`src/rtl/id_hazard_ctrl.sv`:
```
// Scoreboard-based stall/flush controller beside the ID stage of a 5-stage MIPS pipeline.
// Optional macro HAZARD_FWD_EN: EX/MEM forwarding present (ALU latency 0, load latency 1).
module id_hazard_ctrl #(
    parameter int unsigned ALU_LAT  = 3,
    parameter int unsigned LOAD_LAT = 3,
    parameter int unsigned CNT_W    = 16
) (
    input  logic             clk,
    input  logic             rst,
    input  logic             id_valid,
    input  logic [5:0]       id_op,
    input  logic [4:0]       id_rs,
    input  logic [4:0]       id_rt,
    input  logic [4:0]       id_rd,
    input  logic [5:0]       id_funct,
    input  logic             ex_flush,
    output logic             pc_write,
    output logic             ifid_write,
    output logic             ifid_flush,
    output logic             idex_bubble,
    output logic [CNT_W-1:0] stall_cnt
);

    localparam logic [5:0] OP_RTYPE = 6'h00;
    localparam logic [5:0] OP_JAL   = 6'h03;
    localparam logic [5:0] OP_BEQ   = 6'h04;
    localparam logic [5:0] OP_BNE   = 6'h05;
    localparam logic [5:0] OP_ADDI  = 6'h08;
    localparam logic [5:0] OP_SLTI  = 6'h0A;
    localparam logic [5:0] OP_ANDI  = 6'h0C;
    localparam logic [5:0] OP_ORI   = 6'h0D;
    localparam logic [5:0] OP_LW    = 6'h23;
    localparam logic [5:0] OP_SW    = 6'h2B;
    localparam logic [5:0] FN_JR    = 6'h08;

    // Countdowns are 2 bits wide, so latencies above 3 are clamped.
`ifdef HAZARD_FWD_EN
    localparam logic [1:0] LAT_ALU  = 2'd0;
    localparam logic [1:0] LAT_LOAD = 2'd1;
`else
    localparam logic [1:0] LAT_ALU  = (ALU_LAT  > 3) ? 2'd3 : 2'(ALU_LAT);
    localparam logic [1:0] LAT_LOAD = (LOAD_LAT > 3) ? 2'd3 : 2'(LOAD_LAT);
`endif

    function automatic logic [1:0] lat_max(input logic [1:0] a, input logic [1:0] b);
        return (a > b) ? a : b;
    endfunction

    function automatic logic [CNT_W-1:0] sat_inc(input logic [CNT_W-1:0] v);
        return (&v) ? v : v + CNT_W'(1);
    endfunction

    logic [1:0]       r_pend [32];
    logic [CNT_W-1:0] r_stall_cnt;

    logic             w_uses_rs;
    logic             w_uses_rt;
    logic [4:0]       w_dst;
    logic             w_is_load;
    logic             w_rs_busy;
    logic             w_rt_busy;
    logic             w_hazard;
    logic             w_stall;
    logic             w_issue;
    logic [1:0]       w_lat;
    logic [1:0]       w_pend_nxt [32];

    always_comb begin
        w_uses_rs = 1'b0;
        w_uses_rt = 1'b0;
        w_dst     = 5'd0;
        w_is_load = 1'b0;
        case (id_op)
            OP_RTYPE: begin
                w_uses_rs = 1'b1;
                if (id_funct != FN_JR) begin
                    w_uses_rt = 1'b1;
                    w_dst     = id_rd;
                end
            end
            OP_LW: begin
                w_uses_rs = 1'b1;
                w_dst     = id_rt;
                w_is_load = 1'b1;
            end
            OP_SW, OP_BEQ, OP_BNE: begin
                w_uses_rs = 1'b1;
                w_uses_rt = 1'b1;
            end
            OP_ADDI, OP_SLTI, OP_ANDI, OP_ORI: begin
                w_uses_rs = 1'b1;
                w_dst     = id_rt;
            end
            OP_JAL: begin
                w_dst = 5'd31;
            end
            default: begin
                w_uses_rs = 1'b0;
            end
        endcase
    end

    // $0 is hardwired, so it never blocks a reader even if its field matches.
    assign w_rs_busy = w_uses_rs && (id_rs != 5'd0) && (r_pend[id_rs] != 2'd0);
    assign w_rt_busy = w_uses_rt && (id_rt != 5'd0) && (r_pend[id_rt] != 2'd0);
    assign w_hazard  = id_valid && (w_rs_busy || w_rt_busy);
    assign w_stall   = w_hazard && !ex_flush;
    assign w_issue   = id_valid && !w_hazard && !ex_flush;
    assign w_lat     = w_is_load ? LAT_LOAD : LAT_ALU;

    always_comb begin
        for (int i = 0; i < 32; i++) begin
            w_pend_nxt[i] = (r_pend[i] != 2'd0) ? r_pend[i] - 2'd1 : 2'd0;
        end
        if (w_issue && (w_dst != 5'd0)) begin
            w_pend_nxt[w_dst] = lat_max(w_pend_nxt[w_dst], w_lat);
        end
    end

    always_ff @(posedge clk or negedge rst) begin
        if (!rst) begin
            for (int i = 0; i < 32; i++) begin
                r_pend[i] <= 2'd0;
            end
            r_stall_cnt <= '0;
        end else begin
            for (int i = 0; i < 32; i++) begin
                r_pend[i] <= w_pend_nxt[i];
            end
            if (w_stall) begin
                r_stall_cnt <= sat_inc(r_stall_cnt);
            end
        end
    end

    assign pc_write    = !w_stall;
    assign ifid_write  = !w_stall;
    assign ifid_flush  = ex_flush;
    assign idex_bubble = w_stall || ex_flush || !id_valid;
    assign stall_cnt   = r_stall_cnt;

endmodule

```
`config.mk`:
```
export PLATFORM = sky130hd
export DESIGN_NAME = id_hazard_ctrl
export DESIGN_NICKNAME = d
export VERILOG_FILES = /design/src/rtl/id_hazard_ctrl.sv
export SDC_FILE = /design/constraint.sdc
export NUM_CORES = 1
export LEC_CHECK = 0
export BUFFER_PORTS_ARGS = -buffer_cell sky130_fd_sc_hd__buf_4
export CAP_MARGIN = 0
export CELL_PAD_IN_SITES_DETAIL_PLACEMENT = 1
export CELL_PAD_IN_SITES_GLOBAL_PLACEMENT = 1
export CORE_UTILIZATION = 46
export CTS_CLUSTER_SIZE = 14
export DETAILED_ROUTE_END_ITERATION = 7
export GPL_TIMING_DRIVEN = 0
export PLACE_DENSITY = 0.78
export SYNTH_ARGS = -nofsm -noshare
export SYNTH_HDL_FRONTEND = slang
export SYNTH_SLANG_ARGS = --single-unit
```
`constraint.sdc`:
```
create_clock -name clk -period 4.4 [get_ports clk]
set_clock_uncertainty 0.05 [all_clocks]
set_input_delay 0.44 -clock clk [delete_from_list [all_inputs] [get_ports clk]]
set_output_delay 0.44 -clock clk [all_outputs]
set_load 0.01 [all_outputs]
```
### After elaboration in Yosys (flattened, before gate mapping)

Cells that the tools add are included.

* register bits: 80
* logic and storage cells: 196

* equality and inequality tests: 10
* add/subtract/negate cells: 33
* magnitude comparators: 5
* bitwise operators: 4
* reductions and logical operators: 60
* muxes and demuxes: 51

Operators with widths (count)
* $mux 2: 40
* $reduce_bool 2->1: 34
* $bwmux 64: 1
* $mux 64: 1
* $sub 2x1->2 const B: 32
* $bmux 2 s5: 3
* $eq 6x4->1 const B: 4
* $ge 6x6->1 const B: 3
* $not 5->6: 3
* $add 16x1->16 const B: 1
* $reduce_and 16->1: 1
* $pmux 5 s3: 1
* $reduce_bool 5->1: 3
* $eq 6x3->1 const B: 2
* $eq 6x6->1 const B: 2
* $demux 2 s5: 1
* $logic_and 1x1->1: 10
* $reduce_or 9->1: 1
* $eq 6x2->1 const B: 1
* $logic_not 6->1: 1
* $lt 6x1->1 const B: 1
* $ne 6x4->1 const B: 1
* $mux 5: 1
* $reduce_or 5->1: 1
* other kinds (8): 14

### Depth between registers and ports, before layout

Gate-level depths: netlist of run 1.

* word-level depth: 13
* mapped depth: 10
* mapped depth without buffers: 7

### Least setup slack after synthesis of run 1

Ideal clock, no wire load.

* path kind: in2out
* start point: in id_funct[2]
* end point: out pc_write
* cell stages on the path: 7
* arrival time: 2.241 ns
* path buffers: 2
* path slack: 1.669 ns
* data required time: 3.910 ns
* cell sequence: or4b_1 > o21a_2 > a2bb2oi_2 > a32oi_4 > buf_6 > nand2b_1 > buf_4

* cells in the longest elaborated chain, start to end: 9

Ends and longest elaborated chain
* start: declaration: RTL line 15 `input logic [5:0] id_funct,`
* $ne 6x4->1: RTL line 76 `if (id_funct != FN_JR) begin`
* $mux 1: RTL line 76
* $pmux 1 s2: RTL line 73 `case (id_op)`
* $logic_and 1x1->1 (2 in series): RTL line 105 `assign w_rt_busy = w_uses_rt && (id_rt != 5'd0) && (r_pend[id_rt] != 2'd0);`
* $logic_or 1x1->1: RTL line 106 `assign w_hazard = id_valid && (w_rs_busy || w_rt_busy);`
* $logic_and 1x1->1: RTL line 106
* $logic_and 1x1->1: RTL line 107 `assign w_stall = w_hazard && !ex_flush;`
* $logic_not 1->1
* end: declaration: RTL line 17 `output logic pc_write,`

No other way between the ends.

### Worst setup path after layout of run 1

* start point: in id_rs[1]
* end point: out pc_write

* cells in the longest elaborated chain, start to end: 10

Ends and longest elaborated chain
* start: declaration: RTL line 12 `input logic [4:0] id_rs,`
* $not 5->6 (not written as such): RTL line 104 `assign w_rs_busy = w_uses_rs && (id_rs != 5'd0) && (r_pend[id_rs] != 2'd0);`
* $bmux 2 s5: RTL line 104
* $mux 2 (not written as such) (2 in series): RTL line 104
* $reduce_bool 2->1: RTL line 104
* $logic_and 1x1->1 *: RTL line 104
* $logic_or 1x1->1 *: RTL line 106
* $logic_and 1x1->1 *: RTL line 106
* $logic_and 1x1->1 *: RTL line 107
* $logic_not 1->1 *: RTL line 136 `assign pc_write = !w_stall;`

Mark *: on every way between the ends. The rest lies on a longest branch, timed or not. The select of a mux whose other input is x is not followed.

==> results.md, run 1 <==
- Hold Slack: 201 ps
- Share of post-route cells with drive strength above 1: 0.210
- Design Area, Final: 5100 um2
- Post-synth EDFFs: 0
- Maxcap violations: 0
- Row count: 35
- Worst Path Arrival: 2860 ps
- Detailed Place HPWL: 9.62 mm
- CTS Sinks: 80
- Placed instance area: 4900 um2
- Synth Cell Area: 4370 um2
- First-pass GRT wire length: 21.5 mm
- Port buffer count: 49
- CP cell instances: buf_4 > buf_2 > buf_2 > nor4b_1 > nor4_1 > a21oi_1 > o21ai_0 > a32oi_4 > buf_6 > nand2b_1 > buf_4 > buf_4
- CP peak stage delay: 450 ps
- Yosys reg bits: 80
- Post-synth ARST share: 1.00
- Num ports: 51
- Outcome: completed
- Clk buf depth: 2
- Syn Inst Count: 450
- Pins over their slew limit: 0
- Fmax: 298 MHz
- Synth Area in XOR/XNOR: 0.0260
- FILL cells: 1075
- Top post-synthesis cells by count: dfrtp_1, nand2_1, inv_1
- Worst setup slack after layout: 1050 ps
- Gr usage total: 0.280
- # DRC: 0
- Simple-gate share of the synthesized area: 0.205
- H-tree levels: 3
- Largest family of logic cells by synthesized area: compound AO/OA/AOI/OAI gates
- CP bufs+invs: 6
- Detailed Route WL: 13.2 mm
- Iteration-0 DRC count of the detailed router: 150
- CP delay by family, top: buffers and inverters
- Vias in the first global route: 4043
- LEAKAGE: 0.00213 uW
- CTS tree: done
- Top_reg_cell synth: dfrtp_1
- Mux contribution to synthesized area: 0.0306
- RSZ-0062 raised after global routing: false
- Clock Pin Slew Worst Setup and Hold Paths: 90 ps
- Tcrit/Tclk final: 0.762
- Cell accounting for the most synthesized area: dfrtp_1
- Synth Area in Compound Gates: 0.211
- Routability cong.: 0.873
- Worst Setup End Kind: output port
- Setup-failing EPs final: 0
- Worst-path maximum fanout: 10
- Die Width: 99.5 um
- Critical Path Start Type: input pin
- Die area: 9900 um2
- Via density: 6.11
- Largest net degree at the start of global routing: 81
- Cts hold-fix bufs: 0
- WP data required: 3910 ps
- Core area: 9240 um2
- TritonCTS Buffers: 9
- Min Tclk post-route: 3350 ps
- Die H: 99.5 um
- Final-report hold violation count: 0
- Worst slew margin: 0.317
- Clk_lat worst skew: 350 ps
- Post-DRT Antenna Nets: 0
- # diodes: 0
- Syn_area_per_cell: 9.72 um2
- Setup bufs post-CTS: 0
- Cell mode on critical path: buf_4
- Hold Path Class: input pin to async pin
- PwrDens: 302 nW/um2
- Top-count cell post-synth: dfrtp_1
- Ys Warns: 0
- Netlist cell types: 61
- Starting Density: 0.473
- Post-Synth Adder-Cell Area: 0.00286
- Crit-path slowest cell: a32oi_4
- Nets: 542
- Worst Setup Path Type: input pin to output port
- CTS root buf: clkbuf_8
- Post-Syn Nets: 482
- Grt ovf: 0
- Synth area leaders: dfrtp_1, o32ai_1, o31ai_1
- Antenna violations before repair: 0
- WL per Instance: 20.5 um
- Setup WS pre-CTS: 1090 ps
- Actual slew at the worst max-slew pin: 1030 ps
- Yosys top cell area share: 0.458
- Cts repair resizes: 0
- Sequential share of the synthesized area: 0.458
- Layout area overhead: 16.6%
- Setup TNS: 0 ps
- DRT Pass-1 Iters: 4
- Total number of vias: 3934
- Maximum VDD drop: 0.163 mV
- Final core occ: 0.552
[layout make-up]
cell class | count | area, um2 | area share
buffer | 24 | 141 | 0.0277
clock buffer | 11 | 141 | 0.0277
clock inverter | 5 | 56.3 | 0.0110
inverter | 40 | 150 | 0.0294
multi-input combinational | 306 | 2080 | 0.408
sequential | 80 | 2000 | 0.392
tap | 129 | 161 | 0.0316
timing repair buffer | 49 | 368 | 0.0721
[state kept, by name, summed over array words and instances (netlist names)]
register / flops
stall_cnt: 16
r_pend: 64
[cell families after synthesis]
kind of cell	after synthesis
xor gates and xnor gates	13
AOI/OAI and AO/OA	113
adders and majority gates	1
DFF	80
buffers and inverters	64
muxes	8
and+or+nand+nor	171
[where the power goes]
part | switching [uW] | internal [uW]
Combinational | 127 | 80.5
Sequential | 24.3 | 746
Clock | 284 | 277
Total | 435 | 1100
[layout by cell type, fill, tap and decap left out, types with 4 or more instances in the layout]
cell type and instances:
nand4_1 4, dfrtp_1 80, o32ai_1 23, a21oi_1 9
o21ai_0 11, buf_4 52, clkbuf_1 4, mux4_2 4
clkbuf_8 10, xor2_1 12, nand2b_1 4, nor3_1 24
o22ai_1 7, nor4_1 7, a2111oi_0 4, inv_1 39
nor4_2 5, nor2b_1 4, nor3b_1 7, nor2_1 30
o31ai_1 24, a221oi_1 4, nor4b_1 7, buf_2 14
nand3_1 16, nand2_1 47
[worst paths after layout]
check                                      from                        end  slack [ps]  cells past startpoint
setup reg to reg           r_pend[22]$_DFF_PN0_       r_pend[39]$_DFF_PN0_        1680                      8
setup / recovery                       id_rs[1]                   pc_write        1050                     12
min in group clk           r_pend[62]$_DFF_PN0_       r_pend[62]$_DFF_PN0_         430                      1
hold / removal                              rst       r_pend[42]$_DFF_PN0_         200                      1
hold reg to reg            r_pend[62]$_DFF_PN0_       r_pend[62]$_DFF_PN0_         430                      1
max in group asynchronous                   rst  stall_cnt[13]$_DFFE_PN0P_        3430                      1
[per-stage QoR]
step / cells / total power (uW)
after floorplan: 450 / 885
after global placement: 628 / 986
after detailed placement: 628 / 991
after CTS: 644 / 1550
after global routing: 644 / 1590
final: 644 / 1540
[routing by layer]
layer / up-vias / GRT usage / share of wire / routed length, um
li1: 1798 / - / - / -
met1: 2042 / 0.391 / 0.47 / 6190
met2: 81 / 0.468 / 0.48 / 6390
met3: 13 / 0.0288 / 0.033 / 440
met4: 0 / 0.0769 / 0.013 / 176
met5: - / 0 / 0 / 0
Power figures use the tool's default switching activity.
==> run 2, diff against run 1 <==
ABC_AREA = 1   (was default)
CORE_UTILIZATION = 43   (was 46)
PLACE_DENSITY = 0.77   (was 0.78)
clock period = 3.1 ns   (was 4.4 ns; I/O delays follow)
==> run 2 against run 1 <==
  * Final cell count is 41% higher
  * Via count is 19% higher
  * Hold slack worse by 130 ps
  * Core utilization is 3.9 points lower
==> results.md, run 2 <==
- Hold Slack: 66.4 ps (-134 ps)
- Top-count cell post-synth: nand2_1
- Post-Layout Cell Count: 911 (+41%)
- Outcome: completed
- Reg-to-reg critical path startpoint: stall_cnt[0]$_DFFE_PN0P_
- Vias in the first global route: 4713 (+17%)
- RSZ-0062 raised after global routing: false
- Antenna violations before repair: 0 (unchanged)
- Hold Path Class: input pin to async pin
- Yosys reg bits: 80 (unchanged)
- Top_reg_cell synth: dfrtp_1
- FILL cells: 1483 (+38%)
- PwrDens: 418 nW/um2 (+38%)
- Total number of vias: 4670 (+19%)
- Setup TNS: 0 ps (unchanged)
- Yosys top cell area share: 0.399 (-0.0592)
- Top post-synthesis cells by count: nand2_1, inv_1, nor2_1
- Synth area leaders: dfrtp_1, nand2_1, o21bai_1
- Syn Inst Count: 703 (+56%)
- CTS Sinks: 80 (unchanged)
- Sequential share of the synthesized area: 0.399 (-0.0592)
- Netlist cell types: 31 (-49%)
- Final-report hold violation count: 0 (unchanged)
- Maxcap violations: 0 (unchanged)
- CTS root buf: clkbuf_16
- Cts hold-fix bufs: 0 (unchanged)
- Port buffer count: 49 (unchanged)
- # DRC: 0 (unchanged)
- Routability cong.: 0.878 (+0.61%)
- DRT Pass-1 Iters: 4 (unchanged)
- LEAKAGE: 0.00318 uW (+49%)
- Net Sw Frac: 0.286 (+0.00357)
- M1 WL: 7.01 mm (+13%)
- Worst slew margin: 0.250 (-0.0661)
- Post-synth ARST share: 1.00 (unchanged)
- Row count: 39 (+11%)
- Synth Cell Area: 5020 um2 (+15%)
- Setup bufs post-CTS: 0 (unchanged)
- Tcrit/Tclk final: 0.894
- CP peak stage delay: 400 ps (-50 ps)
- Syn_area_per_cell: 7.15 um2 (-26%)
- Combinational power share: 0.129 (-0.006)
- Share of post-route cells with drive strength above 1: 0.135 (-0.0743)
- Die area: 12100 um2 (+22%)
- NetSw: 702 uW (+61%)
- Starting Density: 0.440 (-0.0334)
- Clk buf depth: 2 (unchanged)
- Gr usage total: 0.270 (-0.00990)
- CTS tree: done
- Clock Pin Slew Worst Setup and Hold Paths: 70 ps (-20 ps)
- Die H: 110 um (+11%)
- Commonest non-fill, non-tap cell in the layout: nand2_1
- CP cell instances: nor2_1 > nand2_1 > nand2_1 > nand2_1 > nand2_1 > inv_1 > nand2_1 > nand2_1 > nand2_1 > nand2_1 > nand3_2 > nand2_4 > buf_2 > nand2_1 > buf_4 > buf_4
- Actual slew at the worst max-slew pin: 1120 ps (+99.1 ps)
- Iteration-0 DRC count of the detailed router: 220 (+47%)
- Cell mode on critical path: nand2_1
- TritonCTS Buffers: 9 (unchanged)
- Largest register FFs: 64 (unchanged)
- Worst-path maximum fanout: 10 (unchanged)
- Clk_lat worst skew: 350 ps (about the same)
- Ys Warns: 0 (unchanged)
- Nets: 795 (+47%)
- Critical Path Start Type: register
- Met3 routed WL: 537 um (+22%)
- Worst Setup End Kind: output port
- Setup-failing EPs final: 0 (unchanged)
- Post-DRT Antenna Nets: 0 (unchanged)
- H-tree levels: 3 (unchanged)
- Worst Path Arrival: 2410 ps (-450 ps)
- Largest net degree at the start of global routing: 81 (unchanged)
- Fmax: 361 MHz
- Largest Register: r_pend
- Via density: 5.13 (-16%)
- Reg power frac: 0.441 (-0.060)
- Internal cell power: 1750 uW (+58%)
- Commonest cells after routing, fill and taps aside: nand2_1, inv_1, nor2_1, dfrtp_1, o21bai_1
- Clk pwr share: 0.430 (+0.065)
- DR WL met2: 7.53 mm (+18%)
- Grt ovf: 0 (unchanged)
- Core area: 11400 um2 (+24%)
- Min Tclk post-route: 2770 ps
- Post-Syn Nets: 735 (+52%)
- Num ports: 51 (unchanged)
- Detailed Route WL: 15.3 mm (+16%)
- Die Width: 110 um (+11%)
- Placed Instances: 895 (+43%)
- CP startpoint: r_pend[26]$_DFF_PN0_
- Cell accounting for the most synthesized area: dfrtp_1
- Post-synth EDFFs: 0 (unchanged)
- First-pass GRT wire length: 24.0 mm (+12%)
- Worst Setup Path Type: register to output port
- WP data required: 2740 ps (-1170 ps)
- Maximum VDD drop: 0.344 mV (+110%)
- DR top layer: met4
- Cts repair resizes: 0 (unchanged)
- Layout area overhead: 16.7% (about the same)
- # diodes: 0 (unchanged)
- Reg2reg path depth: 9 (+1)
- WL per Instance: 16.7 um (-18%)
- Detailed Place HPWL: 11.3 mm (+17%)
- Pins over their slew limit: 0 (unchanged)
- Crit-path slowest cell: dfrtp_1
==> run 2: final timing paths <==
kind,to,slack (ps)
min,r_pend[34]$_DFF_PN0_,70
max in group asynchronous,stall_cnt[6]$_DFFE_PN0P_,2220
max reg2reg,stall_cnt[10]$_DFFE_PN0P_,490
min in group clk,r_pend[23]$_DFF_PN0_,400
max,pc_write,330
min reg2reg,r_pend[62]$_DFF_PN0_,400
==> run 2: final cells by class <==
| type | instances | area [um2] | area share |
|---|---|---|---|
| Clock buffer | 10 | 239 | 0.0408 |
| Sequential cell | 80 | 2000 | 0.342 |
| Multi-Input combinational cell | 493 | 2460 | 0.419 |
| Inverter | 114 | 428 | 0.0730 |
| Buffer | 16 | 138 | 0.0235 |
| Clock inverter | 6 | 52.6 | 0.00896 |
| Timing Repair Buffer | 49 | 368 | 0.0628 |
| Tap cell | 143 | 179 | 0.0305 |
==> run 2: power by group through the flow <==
stage	Clock [uW]	Sequential (uW)	Combinational, uW
final	1050	1080	315
after CTS	1080	1080	318
after global placement	0	1100	308
after detailed placement	0	1100	316
after floorplan	0	1100	165
after global routing	1110	1090	352
==> run 2: routing by layer <==
metal  track usage  up-vias
met5             0        -
met2         0.461       67
met4        0.0771        0
met3        0.0517       13
met1         0.347     2277
li1              -     2313
==> run 2: cells by family after synthesis <==
logic type / after synthesis / synth area share
flip-flops: 80 / 0.399
XOR/XNOR: 14 / 0.0244
buffers and inverters: 130 / 0.113
adder cells (fa/ha/maj): 1 / 0.00249
AND/OR/NAND/NOR: 402 / 0.353
AO/OA/AOI/OAI: 76 / 0.109
==> run 2: worst max-delay path: cells and delay by family (launching register included) <==
| family | cells | cell delay (ps) |
|---|---|---|
| and+or+nand+nor | 12 | 1160 |
| buffers and inverters | 4 | 480 |
| DFF | 1 | 400 |
==> run 2: per-stage QoR <==
stage | cell area (um2) | util | total power (uW) | setup WS, ps
final | 5860 | 0.513 | 2450 | 328
after global routing | 5860 | 0.513 | 2550 | 152
after CTS | 5860 | 0.513 | 2480 | 274
after detailed placement | 5570 | 0.488 | 1420 | 462
after global placement | 5570 | 0.488 | 1410 | 537
after floorplan | 5020 | - | 1270 | 1020
==> run 3, diff against run 2 <==
ABC_AREA = default   (was 1)
CORE_UTILIZATION = 45   (was 43)
MAX_ROUTING_LAYER = met4   (was default)
PLACE_DENSITY = 0.76   (was 0.77)
==> run 3 against run 2 <==
  * Design area fell by 11%
  * Total power fell by 3.6%
  * Setup slack got worse by 250 ps
  * Die area fell by 17%
  * Final cell count fell by 28%
  * Non-clock buffer count rose by 17
  * Critical path depth fell by 8
==> results.md, run 3 (synthesis gave the netlist of run 1 again) <==
- Outcome: completed
- Post-DRT Antenna Nets: 0 (unchanged)
- Worst slew margin: 0.310 (+0.0592)
- Design Area, Final: 5220 um2 (-11%)
- Reg-to-reg slack, setup: 270 ps (-220 ps)
- Clock Pin Slew Worst Setup and Hold Paths: 90 ps (+20 ps)
- Net Sw Frac: 0.265 (-0.0212)
- Tcrit/Tclk final: 0.976 (+0.0820)
- Worst Setup Path Type: register to output port
- H-tree levels: 3 (unchanged)
- PwrDens: 453 nW/um2 (+8.4%)
- Worst Setup End Kind: output port
- Pins over their slew limit: 0 (unchanged)
- Total number of vias: 4012 (-14%)
- Largest Register: r_pend
- Final-report hold violation count: 0 (unchanged)
- Combinational power share: 0.128 (about the same)
- Clk_lat worst skew: 360 ps (about the same)
- WL per Instance: 20.6 um (+23%)
- DRT Pass-1 Iters: 6 (+2)
- CTS Sinks: 80 (unchanged)
- Detailed Route WL: 13.4 mm (-12%)
- Clk buf depth: 2 (unchanged)
- Clk pwr share: 0.409 (-0.021)
- Detailed Place HPWL: 9.39 mm (-17%)
- Cts hold-fix bufs: 0 (unchanged)
- WP data required: 2740 ps (about the same)
- Worst-path maximum fanout: 10 (unchanged)
- LEAKAGE: 0.00220 uW (-31%)
- Largest register FFs: 64 (unchanged)
- Antenna violations before repair: 0 (unchanged)
- Starting Density: 0.469 (+0.0290)
- CTS tree: done
- Critical Path Start Type: register
- Routability cong.: 0.835 (-5.0%)
- Largest net degree at the start of global routing: 81 (unchanged)
- Internal cell power: 1740 uW (-0.69%)
- Via density: 6.14 (+20%)
- Num ports: 51 (unchanged)
- Worst Path Arrival: 2670 ps (+260 ps)
- Grt ovf: 0 (unchanged)
- Commonest non-fill, non-tap cell in the layout: dfrtp_1
- Core area: 9330 um2 (-18%)
- Vias in the first global route: 4072 (-14%)
- Min Tclk post-route: 3030 ps (+254 ps)
- Row count: 35 (-10%)
- Fmax: 330 MHz (-8.4%)
- RSZ-0062 raised after global routing: true
- Iteration-0 DRC count of the detailed router: 240 (+9.1%)
- TritonCTS Buffers: 9 (unchanged)
- Maxcap violations: 0 (unchanged)
- Nets: 551 (-31%)
- Placed instance area: 4900 um2 (-12%)
- Maximum VDD drop: 0.279 mV (-19%)
- Port buffer count: 49 (unchanged)
- Share of post-route cells with drive strength above 1: 0.223 (+0.0879)
- Setup TNS: 0 ps (unchanged)
- Setup WS pre-CTS: 11.6 ps (-450 ps)
- Layout area overhead: 19.3%
- First-pass GRT wire length: 21.5 mm (-11%)
- Commonest cells after routing, fill and taps aside: dfrtp_1, buf_4, nand2_1, inv_1, nor2_1
- Actual slew at the worst max-slew pin: 1040 ps (-88.8 ps)
- Die H: 101 um (-8.6%)
- Reg power frac: 0.463 (+0.022)
- CTS root buf: clkbuf_8
- # diodes: 0 (unchanged)
- Die Width: 101 um (-8.6%)
- Post-Layout Cell Count: 653 (-28%)
- Hold Path Class: input pin to async pin
- NetSw: 627 uW (-11%)
- Reg2reg path depth: 10 (+1)
- Die area: 10100 um2 (-17%)
- Worst setup slack after layout: 73.9 ps (-254 ps)
- # DRC: 0 (unchanged)
- Gr usage total: 0.288 (+0.0177)
- Setup-failing EPs final: 0 (unchanged)
- Placed Instances: 628 (-30%)
- Power Total: 2360 uW (-3.6%)
## run 3: what timing repair did
action                                  4_1_cts  5_1_grt
buffers inserted                              0        9
gates resized for setup                       1        1
hold endpoints to repair                      0        0
pin swaps                                     1        1
endpoints found under the setup margin        2        3
## run 3: routing by layer
layer  up-vias  track usage  part of all wire
li1       1821            -                 -
met3        33       0.0492             0.053
met5         -            -                 0
met2       129        0.447              0.47
met4         0        0.108             0.028
met1      2029        0.379              0.45
## run 3: per-stage QoR
stage,hold slack [ps],utilization
2_1_floorplan,-35.6,-
3_3_place_gp,386,0.526
3_5_place_dp,422,0.526
4_1_cts,123,0.552
5_1_grt,151,0.559
6_report,65.1,0.559
## run 3: cell type report
class / instances / area (um2)
flip-flops and latches: 80 / 2000
well taps: 129 / 161
fillers: 1091 / 4110
clock inverters: 5 / 104
clock buffers: 11 / 141
plain buffers: 24 / 141
repair buffers: 58 / 435
inverters: 40 / 150
multi-input cells: 306 / 2080
## run 3: power by group through the flow
stage / combinational, uW / clock [uW] / sequential (uW)
CTS: 299 / 980 / 1090
detailed placement: 297 / 0 / 1110
finish: 303 / 967 / 1090
global route: 329 / 1010 / 1100
global placement: 287 / 0 / 1110
floorplan: 146 / 0 / 1110
## run 3: path summary, 6_finish.rpt
kind	from	endpoint
setup / recovery	r_pend[32]$_DFF_PN0_	idex_bubble
hold / removal	rst	r_pend[42]$_DFF_PN0_
setup reg to reg	r_pend[24]$_DFF_PN0_	stall_cnt[9]$_DFFE_PN0P_
hold reg to reg	r_pend[26]$_DFF_PN0_	r_pend[26]$_DFF_PN0_
max in group asynchronous	rst	r_pend[60]$_DFF_PN0_
min in group clk	ex_flush	r_pend[0]$_DFF_PN0_
## run 3: worst max-delay path, cell delays in order (launching register included)
cell and delay, ps:
dfrtp_1 420, or3b_1 390, o311ai_1 140, o311a_1 260
o211ai_1 140, a32oi_4 400, nand2_4 150, buf_2 240
buf_4 160
